===== config.mk =====
export PLATFORM = sky130hd
export DESIGN_NAME = rgb_compositor
export DESIGN_NICKNAME = d
export VERILOG_FILES = /design/src/rtl/rgb_compositor.sv
export SDC_FILE = /design/constraint.sdc
export NUM_CORES = 1
export LEC_CHECK = 0
export ABC_AREA = 1
export CAP_MARGIN = 20
export CORE_MARGIN = 2
export CORE_UTILIZATION = 35
export DETAILED_ROUTE_END_ITERATION = 7
export DONT_BUFFER_PORTS = 1
export PLACE_DENSITY = 0.57
export SYNTH_ARGS = -nofsm -noshare
export SYNTH_HDL_FRONTEND = slang
export SYNTH_SLANG_ARGS = --single-unit

===== constraint.sdc =====
create_clock -name clk_i -period 3.4 [get_ports clk_i]
set_input_delay 0 -clock clk_i [delete_from_list [all_inputs] [get_ports clk_i]]
set_output_delay 0 -clock clk_i [all_outputs]
set_load 0.005 [all_outputs]

===== src/rtl/rgb_compositor.sv =====
// rgb_compositor
//   Two-stage pixel compositor that sits between the layer pixel generators
//   and the video output register.
//   Stage 1 picks a colour from the layers using the committed game state.
//   Stage 2 scales that colour by the current fade level.
//   A small FSM fades the picture out and back in whenever the game state
//   changes. Each step of the fade is one frame_start_i pulse.
//
// Optional build macro: RGB_COMPOSITOR_COLOR_KEY_EN
//   When defined, this adds the KEY_COLOR parameter and the key_enable_i port.
//   A keyed priority layer whose pixel equals KEY_COLOR is treated as
//   transparent.
//
// Ports
//   clk_i             clock
//   rst_i             synchronous active-high reset
//   display_enable_i  active video for the current pixel
//   frame_start_i     one-cycle pulse per frame (fade step)
//   state_i           game state: 0 menu, 1 playing, 2 continue, 3 final
//   map_enable_i      pixel lies inside the map area (OR-blend region)
//   layer_enable_i    per-layer pixel-valid
//   layer_rgb_i       layer k at [k*COLOR_BITS +: COLOR_BITS], {blue,green,red}
//   key_enable_i      per-layer colour-key enable (macro builds only)
//   blue_o/green_o/red_o  composited colour, 2 cycles after the inputs
//   de_o              display_enable_i aligned with the colour outputs
//   fade_busy_o       high while a fade is in progress
//
// Fade FSM
//   state    | meaning
//   IDLE     | level full, waiting for state_i to differ from committed state
//   FADE_OUT | level steps down per frame; commits state_i when it hits 0
//   FADE_IN  | level steps up per frame; returns to IDLE at full level

module rgb_compositor #(
  parameter int                       COLOR_BITS = 24,
  parameter int                       NUM_LAYERS = 5,
  parameter logic [NUM_LAYERS-1:0]    OR_MASK    = 5'b00111,
  parameter logic [COLOR_BITS-1:0]    BG_COLOR   = 24'hE0E0E0,
  parameter int                       FADE_LOG2  = 4
`ifdef RGB_COMPOSITOR_COLOR_KEY_EN
  ,
  parameter logic [COLOR_BITS-1:0]    KEY_COLOR  = 24'hFF00FF
`endif
) (
  input  logic                             clk_i,
  input  logic                             rst_i,
  input  logic                             display_enable_i,
  input  logic                             frame_start_i,
  input  logic [1:0]                       state_i,
  input  logic                             map_enable_i,
  input  logic [NUM_LAYERS-1:0]            layer_enable_i,
  input  logic [NUM_LAYERS*COLOR_BITS-1:0] layer_rgb_i,
`ifdef RGB_COMPOSITOR_COLOR_KEY_EN
  input  logic [NUM_LAYERS-1:0]            key_enable_i,
`endif
  output logic [COLOR_BITS/3-1:0]          blue_o,
  output logic [COLOR_BITS/3-1:0]          green_o,
  output logic [COLOR_BITS/3-1:0]          red_o,
  output logic                             de_o,
  output logic                             fade_busy_o
);

  localparam int CW = COLOR_BITS / 3;
  localparam int LW = FADE_LOG2 + 1;
  // Product width: a CW-bit channel times a level of at most 2^FADE_LOG2.
  localparam int PW = CW + FADE_LOG2 + 1;
  localparam logic [LW-1:0] LEVEL_FULL = LW'(2 ** FADE_LOG2);
  localparam logic [LW-1:0] LEVEL_ONE  = LW'(1);
  localparam logic [1:0]    ST_PLAYING = 2'd1;

  typedef enum logic [1:0] {
    IDLE     = 2'd0,
    FADE_OUT = 2'd1,
    FADE_IN  = 2'd2
  } fade_state_t;

  fade_state_t fade_q, fade_d;
  logic [LW-1:0] level_q, level_d;
  logic [1:0]    committed_q, committed_d;

  // ------------------------------------------------------------------
  // Fade FSM
  // ------------------------------------------------------------------
  always_ff @(posedge clk_i) begin
    if (rst_i) begin
      fade_q      <= IDLE;
      level_q     <= LEVEL_FULL;
      committed_q <= 2'd0;
    end else begin
      fade_q      <= fade_d;
      level_q     <= level_d;
      committed_q <= committed_d;
    end
  end

  always_comb begin
    fade_d      = fade_q;
    level_d     = level_q;
    committed_d = committed_q;
    case (fade_q)
      IDLE: begin
        // A frame pulse arriving together with the state change is not a step.
        if (state_i != committed_q) fade_d = FADE_OUT;
      end
      FADE_OUT: begin
        if (frame_start_i) begin
          // A fade reversed at level 0 must still commit on its next pulse,
          // so treat level 0 the same as level 1 here.
          if (level_q <= LEVEL_ONE) begin
            level_d     = '0;
            committed_d = state_i;
            fade_d      = FADE_IN;
          end else begin
            level_d = level_q - LEVEL_ONE;
          end
        end
      end
      FADE_IN: begin
        // A new state request takes priority over a coincident frame step.
        if (state_i != committed_q) begin
          fade_d = FADE_OUT;
        end else if (frame_start_i) begin
          if (level_q >= LEVEL_FULL - LEVEL_ONE) begin
            level_d = LEVEL_FULL;
            fade_d  = IDLE;
          end else begin
            level_d = level_q + LEVEL_ONE;
          end
        end
      end
      default: fade_d = IDLE;
    endcase
  end

  assign fade_busy_o = (fade_q != IDLE);

  // ------------------------------------------------------------------
  // Stage 1: layer selection
  // ------------------------------------------------------------------
  logic [NUM_LAYERS-1:0] key_hit;

`ifdef RGB_COMPOSITOR_COLOR_KEY_EN
  always_comb begin
    key_hit = '0;
    for (int k = 0; k < NUM_LAYERS; k++) begin
      key_hit[k] = key_enable_i[k] &&
                   (layer_rgb_i[k*COLOR_BITS +: COLOR_BITS] == KEY_COLOR);
    end
  end
`else
  assign key_hit = '0;
`endif

  logic [COLOR_BITS-1:0] layer_px;
  logic [COLOR_BITS-1:0] blend_color;
  logic [COLOR_BITS-1:0] prio_color;
  logic [COLOR_BITS-1:0] sel_color;

  always_comb begin
    layer_px    = '0;
    blend_color = '0;
    prio_color  = BG_COLOR;
    // Walk from the lowest priority upward so the lowest index wins.
    for (int k = NUM_LAYERS - 1; k >= 0; k--) begin
      layer_px = layer_rgb_i[k*COLOR_BITS +: COLOR_BITS];
      if (OR_MASK[k] && layer_enable_i[k]) blend_color = blend_color | layer_px;
      if (!OR_MASK[k] && layer_enable_i[k] && !key_hit[k]) prio_color = layer_px;
    end
  end

  always_comb begin
    sel_color = '0;
    if (!display_enable_i)             sel_color = '0;
    else if (committed_q != ST_PLAYING) sel_color = BG_COLOR;
    else if (map_enable_i)             sel_color = blend_color;
    else                               sel_color = prio_color;
  end

  logic [COLOR_BITS-1:0] s1_color;
  logic                  s1_de;

  always_ff @(posedge clk_i) begin
    if (rst_i) begin
      s1_color <= '0;
      s1_de    <= 1'b0;
    end else begin
      s1_color <= sel_color;
      s1_de    <= display_enable_i;
    end
  end

  // ------------------------------------------------------------------
  // Stage 2: fade scaling, channel c at s1_color[c*CW +: CW]
  // (0 red, 1 green, 2 blue)
  // ------------------------------------------------------------------
  logic [2:0][PW-1:0] prod;
  logic [2:0][CW-1:0] scaled;

  always_comb begin
    prod   = '0;
    scaled = '0;
    for (int c = 0; c < 3; c++) begin
      prod[c]   = PW'(s1_color[c*CW +: CW]) * PW'(level_q);
      scaled[c] = CW'(prod[c] >> FADE_LOG2);
    end
  end

  logic [2:0][CW-1:0] out_color;
  logic               out_de;

  always_ff @(posedge clk_i) begin
    if (rst_i) begin
      out_color <= '0;
      out_de    <= 1'b0;
    end else begin
      out_color <= s1_de ? scaled : '0;
      out_de    <= s1_de;
    end
  end

  assign red_o   = out_color[0];
  assign green_o = out_color[1];
  assign blue_o  = out_color[2];
  assign de_o    = out_de;

endmodule


==> out/summary.txt <==
RUN STATUS
---------------------------------------------------------------------------------
Result of the run                                                    finished clean

CELLS AND AREA
---------------------------------------------------------------------------------
Final #Nets                                                                  1240
Total of fill cells in the finished design                                   1875
Cell Count, Final, Fillers Out                                               1235
Share of cells above drive strength 1                                       11.0%
Area added between synthesis and finish                                     23.2%
Number of antenna repair diodes                                                 0

SETUP PATH
---------------------------------------------------------------------------------
Worst setup path class                                                    reg2reg
Critical Path Sink Type                                                 flip-flop
Required time reported for the critical path endpoint                     3640 ps
Cell chain of the critical path                                      buf_4 > nand2_1 > inv_1 > fa_1 > fa_1 > inv_1 > fa_1 > inv_1 > ha_4 > nand2_2 > nor3_4 > nand3_1 > nand4_1 > nand2_1 > nand2_1 > nor2_1
Signal arrival time at the worst endpoint                                 3480 ps
Max FO, Critical Path                                                           7
Critical Path Slowest Stage Cell                                             fa_1
Slack of the worst reg-to-reg path                                         160 ps
Startpoint kind of the worst setup timing path                          flip-flop
Critical path's largest stage delay                                        490 ps

SYNTH
---------------------------------------------------------------------------------
Async SR Flop Fraction                                                         0%
Count of warnings emitted by yosys                                              0
Dominant cell type by area after synthesis                                dfxtp_1
Gate count after technology mapping                                           940
Count of state elements after synthesis                                        59
Primary flip-flop cell chosen by synthesis mapping                        dfxtp_1
Yosys top cell area share                                                   18.6%
List of most frequent post-synthesis cells                           nand2_1 (256), inv_1 (199), a21oi_1 (64)
Number of library cell types mapped by synthesis                               39
Seq/Total Area, Yosys                                                       18.6%
Library cell with the highest instance count after synthesis              nand2_1
Net Count, Synth                                                             1178
Synth top area cells                                                 dfxtp_1 (19%), fa_1 (15%), nand2_1 (15%)
Syn avg cell area                                                        6.76 µm²
Post-synthesis instance area                                             6360 µm²
Number of flops mapped to enable cells by yosys                                 0

DETAILED ROUTING
---------------------------------------------------------------------------------
Detailed Route WL                                                        19600 µm
Final ANT Viol Nets                                                             0
WL/cell                                                                   15.9 µm
Iteration-0 DRC Markers                                                       390
DR vias                                                                      6210
Number of design rule violations left after detail routing                      0
Routed vias/inst                                                             5.03
1st-pass router iterations                                                      5

FLOORPLANNING
---------------------------------------------------------------------------------
Placeable core region                                                   17900 µm²
Die extent in x                                                            139 µm
Die ar.                                                                 19300 µm²
Initial standard-cell utilization of the core                               35.5%
Top-level I/O count                                                           158
Placement row count                                                            49
Die height                                                                 139 µm

CLOCKING
---------------------------------------------------------------------------------
Number of buffers between clock root and the deepest sink                       2
H-tree levels                                                                   3
Total CTS buffers                                                               9
Cell at the root of the clock tree                                      clkbuf_16
Clock latency reported for the late side of the worst-skew pair            350 ps
TritonCTS clock tree                                                        built
Clock net sink count                                                           59
Register clock-pin slew on the reported worst setup and hold paths          50 ps

PWR
---------------------------------------------------------------------------------
Switching power                                                          0.796 mW
Sequential share of power                                                   30.5%
Clock share of power                                                        43.6%
Net Sw Frac                                                                 31.2%
Cell Int Power                                                            1.75 mW
Total chip power                                                          2.55 mW
Power density over the cells                                           326 nW/µm²
Leakage power summed over all cells                                       4.30 nW
Combinational Power Share                                                   25.9%
VDD IR max                                                               0.262 mV

GRT
---------------------------------------------------------------------------------
Vias in the first global route                                               6168
Largest net degree at the start of global routing                              29
Remaining Overflow, GRT                                                         0
First-pass GRT wire length                                               30600 µm
Initial antenna violation count                                                 0
Global router's overall resource usage                                      20.2%

STA
---------------------------------------------------------------------------------
Worst-case headroom to the max-slew limit                                   44.9%
Max Slew Vio Count                                                              0
Final worst path period share                                               95.3%
Achievable clock frequency                                                308 MHz
Hold Violations, Final                                                          0
Actual transition at the worst max-transition pin                          824 ps
Worst-case clock skew                                                     9.87 ps
Hold slack final                                                          18.8 ps
RSZ-0062 raised after global routing                                         true
# setup viols final                                                             0
Aggregate negative setup slack                                               0 ps
Min cycle time layout                                                     3240 ps

PLACED DESIGN
---------------------------------------------------------------------------------
Port Buffers                                                                    0
Instance count after placement with tap cells included                       1172
Placer congestion estimate                                                  0.873
Half-perimeter wire length of the detailed placement result              14600 µm

HOLD PATH
---------------------------------------------------------------------------------
Worst hold path class                                                      in2reg

FLOW RUN
---------------------------------------------------------------------------------
Max-cap violation count                                                         0

## layout by cell type, fill, tap and decap left out, types with 25 or more instances in the layout
master	synthesis	final
dlygate4sd3_1	0	47
o21ai_0	28	25
dfxtp_1	59	54
ha_1	58	45
buf_4	2	33
a21oi_1	64	55
nand3_1	34	34
inv_1	199	199
fa_1	48	48
nand2_1	256	253
nor2_1	52	52
## through the flow
| stage | worst slack [ps] | cell area [µm²] | util [%] |
|---|---|---|---|
| floorplan | 2.16 | 6360 | - |
| global placement | 3.29 | 6760 | 37.7 |
| detailed placement | -72.8 | 6760 | 37.7 |
| CTS | 17.5 | 7580 | 42.3 |
| global route | -18.3 | 7830 | 43.8 |
| finish | 158 | 7830 | 43.8 |
## what timing repair did
action	4_1_cts	5_1_grt
gates resized for setup	2	40
hold buffers	47	0
setup buffers	0	1
endpoints found under the hold margin	18	0
pin swaps	0	11
setup endpoints to repair	4	17
## path summary, 6_finish.rpt
path	start	to	cells after the start
setup / recovery	level_q[2]$_SDFFE_PP0P_	green_o[7]$_SDFF_PP0_	16
hold / removal	layer_rgb_i[29]	s1_color[5]$_SDFF_PP0_	4
setup reg to reg	level_q[2]$_SDFFE_PP0P_	green_o[7]$_SDFF_PP0_	16
hold reg to reg	fade_q[0]$_SDFFE_PP0P_	fade_q[0]$_SDFFE_PP0P_	3
## registers in the layout (all words and copies together) (netlist names)
signal / count
fade_q: 2
red_o: 8
committed_q: 2
de_o: 1
s1_color: 24
green_o: 8
level_q: 5
blue_o: 8
s1_de: 1
## area by class of cell
class	count	area [µm²]	share of cell area, %
Clock buffer	11	253	3.23
Clock inverter	4	97.6	1.25
Multi-Input combinational cell	642	4470	57.1
Tap cell	229	287	3.66
Inverter	208	785	10.0
Sequential cell	59	1190	15.2
Timing Repair Buffer	82	749	9.57
## power by group through the flow
stage	Clock, mW	Combinational (mW)	Sequential, mW
CTS	1.14	0.627	0.776
global route	1.17	0.748	0.783
global placement	0	0.576	0.790
floorplan	0	0.457	0.754
detailed placement	0	0.580	0.790
finish	1.11	0.660	0.778
## cell families after synthesis
family	synth area share, %
DFF	18.6
and+or+nand+nor	24.5
buffers and inverters	14.7
xor gates and xnor gates	1.65
AOI/OAI and AO/OA	13.9
adders and majority gates	26.5
## metal layers
metal,vias to the layer above,part of all wire (%),global-route usage [%]
li1,3059,-,-
met1,2899,44,25.2
met2,215,47,34.6
met3,37,5.5,2.94
met4,0,3.2,9.52
met5,-,0,0
## critical path: cells and delay by family, from the launching register on
kind	cells	cell delay, ps
fa+ha+maj	4	1730
buf+inv	4	330
flops	1	370
simple gates	8	700
(Power assumes the default switching activity.)
